<file path="src/rtl/mult_seq_pkg.sv">
// Shared constants and types for the multi-cycle multiplier sequencer.
package mult_seq_pkg;

  localparam int unsigned OPW   = 32;
  localparam int unsigned EXTW  = 33;
  localparam int unsigned PRODW = 66;

  typedef enum logic [1:0] {
    OpMul    = 2'b00,
    OpMulh   = 2'b01,
    OpMulhsu = 2'b10,
    OpMulhu  = 2'b11
  } op_e;

  typedef enum logic [1:0] {
    StIdle,
    StTree,
    StAdd,
    StDone
  } state_e;

endpackage

</file>
<file path="src/rtl/mult_final_add.sv">
// Carry-propagate add of the registered compressor rows and product-half select.
module mult_final_add
  import mult_seq_pkg::*;
(
  input  logic [PRODW-1:0] sum_i,
  input  logic [PRODW-1:0] carry_i,
  input  op_e              op_i,
  output logic [2*OPW-1:0] prod_o,
  output logic [OPW-1:0]   half_o
);

  logic [PRODW-1:0] p;
  logic             unused_p_hi;

  assign p           = sum_i + carry_i;
  // Bits above 63 are sign-extension residue of the 33x33 tree.
  assign unused_p_hi = ^p[PRODW-1:2*OPW];
  assign prod_o      = p[2*OPW-1:0];
  assign half_o      = (op_i == OpMul) ? p[OPW-1:0] : p[2*OPW-1:OPW];

endmodule

</file>
<file path="src/rtl/mult_seq_ctrl.sv">
// Sequencer for the 33x33 compressor-tree multiplier with a one-entry product cache.
module mult_seq_ctrl
  import mult_seq_pkg::*;
(
  input  logic             clk,
  input  logic             rst_n,
  input  logic             flush_i,
  input  logic             req_valid_i,
  output logic             req_ready_o,
  input  logic [1:0]       op_i,
  input  logic [OPW-1:0]   a_i,
  input  logic [OPW-1:0]   b_i,
  output logic             resp_valid_o,
  input  logic             resp_ready_i,
  output logic [OPW-1:0]   result_o,
  output logic             busy_o,
  output logic [EXTW-1:0]  tree_a_o,
  output logic [EXTW-1:0]  tree_b_o,
  input  logic [PRODW-1:0] tree_sum_i,
  input  logic [PRODW-1:0] tree_carry_i
);

  state_e           state_q, state_d;
  op_e              op_q, cop_q, op_in;
  logic [EXTW-1:0]  ta_q, tb_q;
  logic [PRODW-1:0] sum_q, carry_q;
  logic [OPW-1:0]   result_q, ca_q, cb_q;
  logic [2*OPW-1:0] cprod_q, prod;
  logic             cvalid_q;
  logic [OPW-1:0]   add_half, hit_half;
  logic             accept, hit, a_sgn, b_sgn;
  logic             load_tree, load_rows, load_add, load_hit;

  assign op_in       = op_e'(op_i);
  assign req_ready_o = (state_q == StIdle) && !flush_i;
  assign accept      = req_valid_i && req_ready_o;
  assign a_sgn       = (op_in == OpMulh) || (op_in == OpMulhsu);
  assign b_sgn       = (op_in == OpMulh);
  // Low half is signedness-independent, so MUL may reuse any cached op's product.
  assign hit         = cvalid_q && (a_i == ca_q) && (b_i == cb_q) &&
                       ((op_in == OpMul) || (op_in == cop_q));
  assign hit_half    = (op_in == OpMul) ? cprod_q[OPW-1:0] : cprod_q[2*OPW-1:OPW];

  mult_final_add u_final_add (
    .sum_i   (sum_q),
    .carry_i (carry_q),
    .op_i    (op_q),
    .prod_o  (prod),
    .half_o  (add_half)
  );

  always_comb begin
    state_d   = state_q;
    load_tree = 1'b0;
    load_rows = 1'b0;
    load_add  = 1'b0;
    load_hit  = 1'b0;
    case (state_q)
      StIdle: begin
        if (accept) begin
          if (hit) begin
            state_d  = StDone;
            load_hit = 1'b1;
          end else begin
            state_d   = StTree;
            load_tree = 1'b1;
          end
        end
      end
      StTree: begin
        state_d   = StAdd;
        load_rows = 1'b1;
      end
      StAdd: begin
        state_d  = StDone;
        load_add = 1'b1;
      end
      StDone: begin
        if (resp_ready_i) state_d = StIdle;
      end
      default: state_d = StIdle;
    endcase
    if (flush_i) begin
      state_d   = StIdle;
      load_rows = 1'b0;
      load_add  = 1'b0;
    end
  end

  always_ff @(posedge clk or negedge rst_n) begin
    if (!rst_n) begin
      state_q  <= StIdle;
      op_q     <= OpMul;
      ta_q     <= '0;
      tb_q     <= '0;
      sum_q    <= '0;
      carry_q  <= '0;
      result_q <= '0;
      ca_q     <= '0;
      cb_q     <= '0;
      cop_q    <= OpMul;
      cprod_q  <= '0;
      cvalid_q <= 1'b0;
    end else begin
      state_q <= state_d;
      if (accept) op_q <= op_in;
      // Tree operands only move on a miss to avoid toggling the tree.
      if (load_tree) begin
        ta_q <= {a_sgn & a_i[OPW-1], a_i};
        tb_q <= {b_sgn & b_i[OPW-1], b_i};
      end
      if (load_rows) begin
        sum_q   <= tree_sum_i;
        carry_q <= tree_carry_i;
      end
      if (load_hit) begin
        result_q <= hit_half;
      end else if (load_add) begin
        result_q <= add_half;
      end
      if (load_add) begin
        ca_q     <= ta_q[OPW-1:0];
        cb_q     <= tb_q[OPW-1:0];
        cop_q    <= op_q;
        cprod_q  <= prod;
        cvalid_q <= 1'b1;
      end
    end
  end

  assign resp_valid_o = (state_q == StDone);
  assign busy_o       = (state_q != StIdle);
  assign result_o     = result_q;
  assign tree_a_o     = ta_q;
  assign tree_b_o     = tb_q;

endmodule

</file>
<file path="config.mk">
export PLATFORM = sky130hd
export DESIGN_NAME = mult_seq_ctrl
export DESIGN_NICKNAME = d
export VERILOG_FILES = /design/src/rtl/mult_seq_pkg.sv /design/src/rtl/mult_final_add.sv /design/src/rtl/mult_seq_ctrl.sv
export SDC_FILE = /design/constraint.sdc
export NUM_CORES = 1
export LEC_CHECK = 0
export BUFFER_PORTS_ARGS = -buffer_cell sky130_fd_sc_hd__buf_2
export CAP_MARGIN = 40
export CORE_MARGIN = 2
export CORE_UTILIZATION = 57
export DETAILED_ROUTE_END_ITERATION = 6
export GPL_TIMING_DRIVEN = 0
export PLACE_DENSITY = 0.78
export SLEW_MARGIN = 20
export SYNTH_ARGS = -nofsm -noshare
export SYNTH_HDL_FRONTEND = slang
export SYNTH_SLANG_ARGS = --single-unit
</file>
<file path="constraint.sdc">
create_clock -name clk -period 3.67 [get_ports clk]
set_input_delay 0.734 -clock clk [delete_from_list [all_inputs] [get_ports clk]]
set_output_delay 0.734 -clock clk [all_outputs]
set_load 0.05 [all_outputs]
</file>
==> summary.txt, run 1 <==
Cells and area
  – Core Util, Final: 69.13%
  – Final std cells w/o fill: 2,712
  – Most frequent cells in the layout: 388 x nand2_1, 361 x dfrtp_1, 305 x buf_2
  – Most common cell after layout, fill and taps aside: nand2_1
  – Sequential Area: 9034 sq um
  – Layout cells sized above 1: 24.83%
  – NumNets Final: 2,512
  – Fill count: 2,565
  – Multi-input logic area: 9424 sq um
  – Area Growth Syn to Fin: 18.89%

Global routing
  – First-pass GRT wire length: 88.06 mm
  – Total GRT Usage: 31.99%
  – Global route overflow: 0
  – Antenna violations before repair: 2
  – Largest net degree at the start of global routing: 102
  – Vias in the first global route: 16,000

Place
  – GPL Wtd Cong: 0.9629
  – HPWL after DPL: 42.22 mm
  – Placed Cells: 2,638
  – Number of I/O port buffers: 299

Timing
  – Tcrit/Tclk final: 96.08%
  – Crit path time final: 3526 ps
  – Final hold slack: 184.0 ps
  – Fin Setup TNS: 0 ps
  – Final clock skew: 22.32 ps
  – Max_slew headroom: 42.06%
  – Slew Limit Fails: 0
  – Final Hold Fails: 0
  – Worst-margin pin slew: 869.2 ps
  – Final setup viols: 0
  – RSZ-0062 raised after global routing: no
  – Achievable Freq: 0.2836 GHz

Clock network
  – Clk_lat worst skew: 540 ps
  – Post-CTS Setup Inserts: 0
  – Clock root buffer: clkbuf_16
  – H-tree levels: 2
  – CTS Buf Count: 40
  – Clock buffer depth: 3
  – Worst-path clk slew: 60 ps
  – CTS Hold Buffers Added: 0
  – TritonCTS clock tree: done
  – CTS Sinks: 361

Yosys
  – Post-Syn Area per Cell: 10.03 sq um
  – Post-synthesis register bit count: 361
  – Mux cell area share after synthesis: 12.78%
  – Post-Synth Adder-Cell Area: 4.723%
  – Mapped Cells: 1,891
  – Synth Flop Type: dfrtp_1
  – Seq/Total Area, Yosys: 47.63%
  – Largest family of logic cells by synthesized area: simple AND/OR/NAND/NOR gates
  – XOR/XNOR Fraction of Synth Area: 4.894%
  – Syn. warnings: 0
  – Ys async rst share: 100.0%
  – Distinct cells, synth: 73
  – Syn_nets: 2,165
  – Synth Area in Compound Gates: 13.06%
  – Post-synthesis simple-gate area fraction: 13.89%
  – Number of synthesized flops with an enable pin: 0
  – Post-Syn Area: 18,970 sq um

Drt
  – Drt total wl: 56.11 mm
  – Antenna-violating nets left: 0
  – Drt drc: 0
  – Via count: 15,900
  – DR iter-0 viols: 1,100
  – Routed wire per std cell: 20.69 microns
  – Via density: 5.862
  – Drt pass-1 iters: 5

Run status
  – Outcome: finished clean

Worst setup path
  – Arrival time worst endpoint: 3920 ps
  – R2r worst-path depth: 11
  – Critical Path Sink Type: register
  – CP required: 4070 ps
  – WS Path Type: reg -> reg
  – Crit start category: register
  – Largest fanout on the critical path: 7

Floorplanning
  – Core ar.: 32,620 sq um
  – Ports: 304
  – DIE AREA: 34,750 sq um
  – Die Ht: 186.4 microns
  – Die width: 186.4 microns
  – FP Rows: 66
  – Initial Util: 58.15%

Worst hold path
  – Worst min-delay path category: in -> async

Job
  – Maximum Capacitance Violations: 0
==> cell families after synthesis <==
| logic type | after synthesis |
|---|---|
| compound gates | 395 |
| xor+xnor | 106 |
| fa+ha+maj | 71 |
| buf+inv | 140 |
| flops | 361 |
| mux | 217 |
| simple gates | 601 |
==> stage by stage <==
step / setup WS [ps] / area, sq um
floorplan: 651.2 / 18970
global placement: -4968 / 21020
detailed placement: -296.7 / 21140
CTS: 42.73 / 22480
global route: 5.279 / 22550
finish: 143.7 / 22550
==> flip-flops by register name, summed over array words and instances (netlist names) <==
| signal | flops |
|---|---|
| tree_b_o | 33 |
| cop_q | 2 |
| cvalid_q | 1 |
| op_q | 2 |
| tree_a_o | 33 |
| carry_q | 64 |
| sum_q | 64 |
| result_o | 32 |
| state_q | 2 |
| cb_q | 32 |
| cprod_q | 64 |
| ca_q | 32 |
==> worst paths after layout <==
check / to / startpoint / slack [ps]
min in group clk: sum_q[8]$_DFFE_PN0P_ / tree_sum_i[8] / 420
max in group asynchronous: carry_q[40]$_DFFE_PN0P_ / rst_n / 2070
max: result_o[7]$_DFFE_PN0P_ / sum_q[12]$_DFFE_PN0P_ / 140
max reg2reg: result_o[7]$_DFFE_PN0P_ / sum_q[12]$_DFFE_PN0P_ / 140
min reg2reg: cprod_q[10]$_DFFE_PN0P_ / cprod_q[10]$_DFFE_PN0P_ / 480
min: tree_a_o[13]$_DFFE_PN0P_ / rst_n / 180
==> repair_timing <==
action / 4_1_cts / 5_1_grt
gates resized for setup: 1 / 14
setup endpoints to repair: 1 / 32
pin swaps: 0 / 0
hold endpoints to repair: 0 / 0
==> final cells by class <==
class / count / share of cell area [%]
Inverter: 36 / 0.5992
Multi-Input combinational cell: 1390 / 41.79
Antenna cell: 3 / 0.03329
Buffer: 103 / 1.936
Clock inverter: 11 / 0.5548
Tap cell: 442 / 2.452
Timing Repair Buffer: 306 / 7.213
Clock buffer: 60 / 5.360
Sequential cell: 361 / 40.06
==> cells in the mapped netlist, drive strengths merged, types with 8 or more instances <==
library cell / n / area share (%)
nor2b: 21 / 0.69
nor2: 58 / 1.2
a21o: 32 / 1.3
nand2b: 15 / 0.49
nand3: 26 / 0.71
mux2: 201 / 12
buf: 24 / 0.74
xor2: 21 / 0.97
and3: 11 / 0.36
a211oi: 11 / 0.46
o22ai: 9 / 0.30
o211ai: 16 / 0.66
nand4: 33 / 1.1
ha: 70 / 4.6
nor3: 13 / 0.34
o21bai: 13 / 0.51
xnor2: 85 / 3.9
mux2i: 16 / 0.84
inv: 36 / 0.71
o21ai: 135 / 3.6
a31oi: 15 / 0.53
and2: 8 / 0.26
dfrtp: 361 / 48
nand2: 389 / 7.7
a21oi: 98 / 2.6
clkbuf: 80 / 1.6
==> routing by layer <==
layer  wire [microns]  track usage (%)  up-vias
met4             2650            13.42        2
li1                 -                -     7324
met3             4117            6.319      145
met1            22580            40.08     7776
met5               16                0        -
met2            26750            54.31      651
==> critical path, cell delays in order (launching register included) <==
cell       delay, ps
dfrtp_1          390
ha_1             410
a21oi_1          290
o211ai_1         170
a41oi_2          290
o2111ai_1        250
a31oi_1          370
o31ai_2          150
a31oi_1          310
o31ai_1          130
xnor2_1          480
a21oi_1          140
Power of run 1 is left out: the tool's default activity adds up to more than one toggle a clock period on the data nets, which glitch-free logic cannot reach.
==> run 2, diff against run 1 <==
--- a/config.mk
+++ b/config.mk
@@ -5,13 +5,14 @@
 export SDC_FILE = /design/constraint.sdc
 export NUM_CORES = 1
 export LEC_CHECK = 0
-export BUFFER_PORTS_ARGS = -buffer_cell sky130_fd_sc_hd__buf_2
 export CAP_MARGIN = 40
 export CORE_MARGIN = 2
-export CORE_UTILIZATION = 57
+export CORE_UTILIZATION = 64
 export DETAILED_ROUTE_END_ITERATION = 6
+export DONT_BUFFER_PORTS = 1
 export GPL_TIMING_DRIVEN = 0
 export PLACE_DENSITY = 0.78
+export SKIP_LAST_GASP = 1
 export SLEW_MARGIN = 20
 export SYNTH_ARGS = -nofsm -noshare
 export SYNTH_HDL_FRONTEND = slang
==> summary.txt, run 2 (synthesis results as in run 1) <==
Run status
  – Outcome: finished with violations
  – Violated checks: hold timing

Global routing
  – Antenna violations before repair: 0
  – Largest net degree at the start of global routing: 362
  – First-pass GRT wire length: 81.04 mm
  – Total GRT Usage: 33.81%
  – Vias in the first global route: 14,760
  – Global route overflow: 0

Floorplanning
  – Initial Util: 64.51%
  – Die width: 176.2 microns
  – FP Rows: 63
  – DIE AREA: 31,030 sq um
  – Ports: 304
  – Die Ht: 176.2 microns
  – Core ar.: 29,400 sq um

Clock network
  – CTS Buf Count: 38
  – Clk_lat worst skew: 550 ps
  – Worst-path clk slew: 60 ps
  – CTS Sinks: 361
  – Clock root buffer: clkbuf_16
  – TritonCTS clock tree: done
  – Clock buffer depth: 3
  – H-tree levels: 2

Place
  – Post-Place Worst Slack: -189.0 ps
  – GPL Wtd Cong: 0.9470
  – HPWL after DPL: 39.60 mm
  – Number of I/O port buffers: 0

Cells and area
  – Diodes inserted: 0
  – Core Util, Final: 70.93%
  – Fill count: 2,215
  – Most frequent cells in the layout: 388 x nand2_1, 361 x dfrtp_1, 148 x mux2_2
  – Layout cells sized above 1: 13.04%
  – Area Growth Syn to Fin: 9.941%
  – NumNets Final: 2,209
  – Most common cell after layout, fill and taps aside: nand2_1
  – Biggest regs: carry_q (64), cprod_q (64), sum_q (64)

Worst hold path
  – Worst min-delay path category: in -> async

Timing
  – Slew Limit Fails: 0
  – Final WS setup: 73.37 ps
  – Max_slew headroom: 3.921%
  – Final setup viols: 0
  – Final clock skew: 14.93 ps
  – Achievable Freq: 0.2780 GHz
  – Tcrit/Tclk final: 98.00%
  – Final hold slack: -101.7 ps
  – Final Hold Fails: 78
  – Worst-margin pin slew: 1441 ps
  – Crit path time final: 3597 ps

Worst setup path
  – Crit start category: register
  – WS Path Type: reg -> reg
  – CP Buf/Inv Count: 0
  – Largest fanout on the critical path: 6
  – Slowest Stage Delay on Critical Path: 440 ps
  – CP top delay family: compound AO/OA/AOI/OAI gates
  – Critical path cell sequence: ha_1 -> a21oi_1 -> o21ai_0 -> a211o_1 -> a21oi_1 -> a21boi_0 -> a21oi_1 -> o21ai_1 -> o21ai_0 -> xnor2_1 -> o21ai_0
  – Slowest stage cell, crit path: a21boi_0
  – Arrival time worst endpoint: 4000 ps
  – Critical Path Sink Type: register
  – CP required: 4070 ps

Drt
  – Via count: 14,560
  – DR iter-0 viols: 1,015
  – Drt pass-1 iters: 5
  – Via density: 6.187
  – Routed wire per std cell: 22.45 microns
  – Drt total wl: 52.83 mm
  – Antenna-violating nets left: 0
  – Drt drc: 0

Job
  – Maximum Capacitance Violations: 0
[run 2: changes by cell type in the layout (fill, tap and decap cells not counted), sizes merged]
cell | previous run | this run
clkbuf | 139 | 135
clkinv | 6 | 7
inv | 37 | 38
diode | 3 | 0
clkinvlp | 2 | 0
buf | 330 | 28
bufinv | 2 | 4
[run 2: path summary, 6_finish.rpt]
check	depth (start not counted)	from	slack (ps)	to
max in group asynchronous	0	rst_n	2620	carry_q[20]$_DFFE_PN0P_
worst min-delay path	0	rst_n	-100	tree_a_o[13]$_DFFE_PN0P_
worst min register to register	2	cprod_q[15]$_DFFE_PN0P_	480	cprod_q[15]$_DFFE_PN0P_
min in group clk	1	flush_i	250	state_q[1]$_DFFE_PN0P_
worst max register to register	11	sum_q[30]$_DFFE_PN0P_	70	cprod_q[55]$_DFFE_PN0P_
worst max-delay path	11	sum_q[30]$_DFFE_PN0P_	70	cprod_q[55]$_DFFE_PN0P_
[run 2: timing repair]
action | CTS | global route
gates resized for setup | 2 | 5
endpoints found under the setup margin | 3 | 10
hold endpoints to repair | 361 | 361
buffers inserted | 0 | 0
[run 2: worst register-to-register path, cell delays in order (launching register included)]
cell and delay [ps]:
dfrtp_1 390, ha_1 390, a21oi_1 240, o21ai_0 160
a211o_1 340, a21oi_1 160, a21boi_0 440, a21oi_1 190
o21ai_1 410, o21ai_0 170, xnor2_1 420, o21ai_0 140
[run 2: metrics by stage]
step / area, sq um / instances / setup TNS [ps]
global route: 20850 / 2353 / -10.58
CTS: 20820 / 2352 / 0
floorplan: 18970 / 1891 / 0
detailed placement: 19470 / 2284 / -4746
global placement: 19460 / 2281 / -21790
finish: 20850 / 2353 / 0
[run 2: cell type report]
class | instances | area [sq um] | share of cell area (%)
inverters | 36 | 135.1 | 0.6480
clock buffers | 55 | 1156 | 5.544
multi-input cells | 1390 | 9387 | 45.01
repair buffers | 4 | 26.28 | 0.1260
clock inverters | 13 | 187.7 | 0.9000
plain buffers | 104 | 440.4 | 2.112
well taps | 390 | 488.0 | 2.340
flip-flops and latches | 361 | 9034 | 43.32
[run 2: routing by layer]
layer / share of wire [%] / track usage (%) / vias to the layer above
met5: 0 / 0 / -
li1: - / - / 6687
met1: 38 / 40.49 / 7096
met2: 48 / 57.21 / 642
met4: 4.6 / 14.98 / 0
met3: 9.6 / 9.367 / 134
Power of run 2 is left out for the same reason.
==> run 3, diff against run 2 <==
--- a/config.mk
+++ b/config.mk
@@ -5,11 +5,11 @@
 export SDC_FILE = /design/constraint.sdc
 export NUM_CORES = 1
 export LEC_CHECK = 0
+export BUFFER_PORTS_ARGS = -buffer_cell sky130_fd_sc_hd__buf_2
 export CAP_MARGIN = 40
 export CORE_MARGIN = 2
-export CORE_UTILIZATION = 64
+export CORE_UTILIZATION = 57
 export DETAILED_ROUTE_END_ITERATION = 6
-export DONT_BUFFER_PORTS = 1
 export GPL_TIMING_DRIVEN = 0
 export PLACE_DENSITY = 0.78
 export SKIP_LAST_GASP = 1
==> constraint.sdc (replaced) <==
create_clock -name clk -period 3.95 [get_ports clk]
set_input_delay 0.79 -clock clk [delete_from_list [all_inputs] [get_ports clk]]
set_output_delay 0.79 -clock clk [all_outputs]
set_load 0.05 [all_outputs]
==> summary.txt, run 3 (synthesis results as in run 1) <==
Floorplanning
  – Die width: 186.4 microns
  – Core ar.: 32,620 sq um
  – FP Rows: 66
  – Ports: 304
  – Initial Util: 58.15%
  – Die Ht: 186.4 microns
  – DIE AREA: 34,750 sq um

Drt
  – Drt pass-1 iters: 5
  – Drt total wl: 55.89 mm
  – Via count: 15,840
  – Routed wire per std cell: 20.60 microns
  – Via density: 5.839
  – Antenna-violating nets left: 0
  – Drt drc: 0
  – DR iter-0 viols: 1,041

Clock network
  – Clock buffer depth: 3
  – CTS Hold Buffers Added: 0
  – Clk_lat worst skew: 540 ps
  – Clock root buffer: clkbuf_16
  – Number of gates resized after cts: 0
  – Post-CTS Setup Inserts: 0
  – H-tree levels: 2
  – TritonCTS clock tree: done
  – CTS Sinks: 361
  – Worst-path clk slew: 60 ps
  – CTS Buf Count: 40

Place
  – Number of I/O port buffers: 299
  – Post-Place Worst Slack: -72.73 ps
  – Placed standard-cell area: 21,140 sq um
  – HPWL after DPL: 42.22 mm
  – GPL Wtd Cong: 0.9629

Worst setup path
  – R2r worst-path depth: 12
  – WS Path Type: reg -> reg
  – CP required: 4350 ps
  – Crit start category: register
  – Setup crit end: result_o[10]$_DFFE_PN0P_
  – Worst reg2reg endpoint: result_o[10]$_DFFE_PN0P_
  – Largest fanout on the critical path: 4
  – Critical Path Start: sum_q[0]$_DFFE_PN0P_
  – Critical Path Sink Type: register
  – Arrival time worst endpoint: 4090 ps
  – R2r startpoint: sum_q[0]$_DFFE_PN0P_
  – Worst R2R Setup Slack: 260 ps

Cells and area
  – Most frequent cells in the layout: 388 x nand2_1, 361 x dfrtp_1, 305 x buf_2
  – Area Growth Syn to Fin: 18.56%
  – Post-route cell area: 22,490 sq um
  – Biggest regs: carry_q (64), cprod_q (64), sum_q (64)
  – Most common cell after layout, fill and taps aside: nand2_1
  – Layout cells sized above 1: 24.38%
  – NumNets Final: 2,513

Timing
  – Final setup viols: 0
  – Worst-margin pin slew: 887.7 ps
  – Final clock skew: 23.26 ps
  – Achievable Freq: 0.2708 GHz
  – Slew Limit Fails: 0
  – Final WS setup: 256.6 ps
  – Tcrit/Tclk final: 93.50%
  – Final Hold Fails: 0
  – RSZ-0062 raised after global routing: no
  – Crit path time final: 3693 ps
  – Max_slew headroom: 39.99%

Run status
  – Outcome: finished clean

Global routing
  – First-pass GRT wire length: 88.07 mm
  – Total GRT Usage: 32.00%
  – Vias in the first global route: 16,000
  – Antenna violations before repair: 2
  – Largest net degree at the start of global routing: 102
  – Global route overflow: 0

Worst hold path
  – Worst min-delay path category: in -> async

Job
  – Maximum Capacitance Violations: 0
[run 3: cell types whose count changed in the layout (fill, tap and decap cells not counted), moves of 3 or more]
cell / delta
clkbuf_1: +5
buf_2: +298
diode_2: +3
clkbuf_16: +3
clkbuf_8: -3
buf_16: +3
[run 3: worst min-delay path by stage]
| stage | start | to | slack [ps] | depth (start not counted) |
|---|---|---|---|---|
| floorplan | cvalid_q$_DFFE_PN0P_ | cvalid_q$_DFFE_PN0P_ | 430 | 1 |
| global placement | cprod_q[8]$_DFFE_PN0P_ | cprod_q[8]$_DFFE_PN0P_ | 460 | 2 |
| detailed placement | cprod_q[8]$_DFFE_PN0P_ | cprod_q[8]$_DFFE_PN0P_ | 460 | 2 |
| CTS | rst_n | tree_a_o[13]$_DFFE_PN0P_ | 270 | 1 |
| global route | rst_n | tree_a_o[13]$_DFFE_PN0P_ | 270 | 1 |
| finish | rst_n | tree_a_o[13]$_DFFE_PN0P_ | 240 | 1 |
[run 3: final cells by class]
| cell class | count | area [sq um] |
|---|---|---|
| clock buffer | 60 | 1209 |
| timing repair buffer | 306 | 1627 |
| buffer | 104 | 440.4 |
| antenna | 3 | 7.507 |
| multi-input combinational | 1390 | 9359 |
| inverter | 36 | 135.1 |
| tap | 442 | 553.0 |
| sequential | 361 | 9034 |
| clock inverter | 11 | 125.1 |
| fill | 2567 | 10130 |
[run 3: metal layers]
metal	wire, microns	track usage (%)
met5	16	0
met4	2395	13.42
met3	4238	6.319
met2	26880	54.31
met1	22370	40.09
[run 3: critical path: stages, from the launching register on]
cell and delay (ps):
dfrtp_1 390, ha_1 240, fa_1 410, a21oi_1 260, o211ai_1 220, nand3_2 200
a31oi_1 190, o21ai_0 440, o21bai_1 200, a21oi_1 250, o21ai_0 140, xnor2_1 460
o21ai_0 160
[run 3: metrics by stage]
| stage | hold WS, ps | TNS (ps) | util (%) | cells |
|---|---|---|---|---|
| floorplan | 434.9 | 0 | - | 1891 |
| global placement | 456.6 | -1716200 | 64.43 | 2632 |
| detailed placement | 460.0 | -452.5 | 64.80 | 2638 |
| CTS | 265.8 | 0 | 68.89 | 2709 |
| global route | 272.1 | 0 | 68.93 | 2711 |
| finish | 241.0 | 0 | 68.95 | 2713 |
Power of run 3 is left out for the same reason.
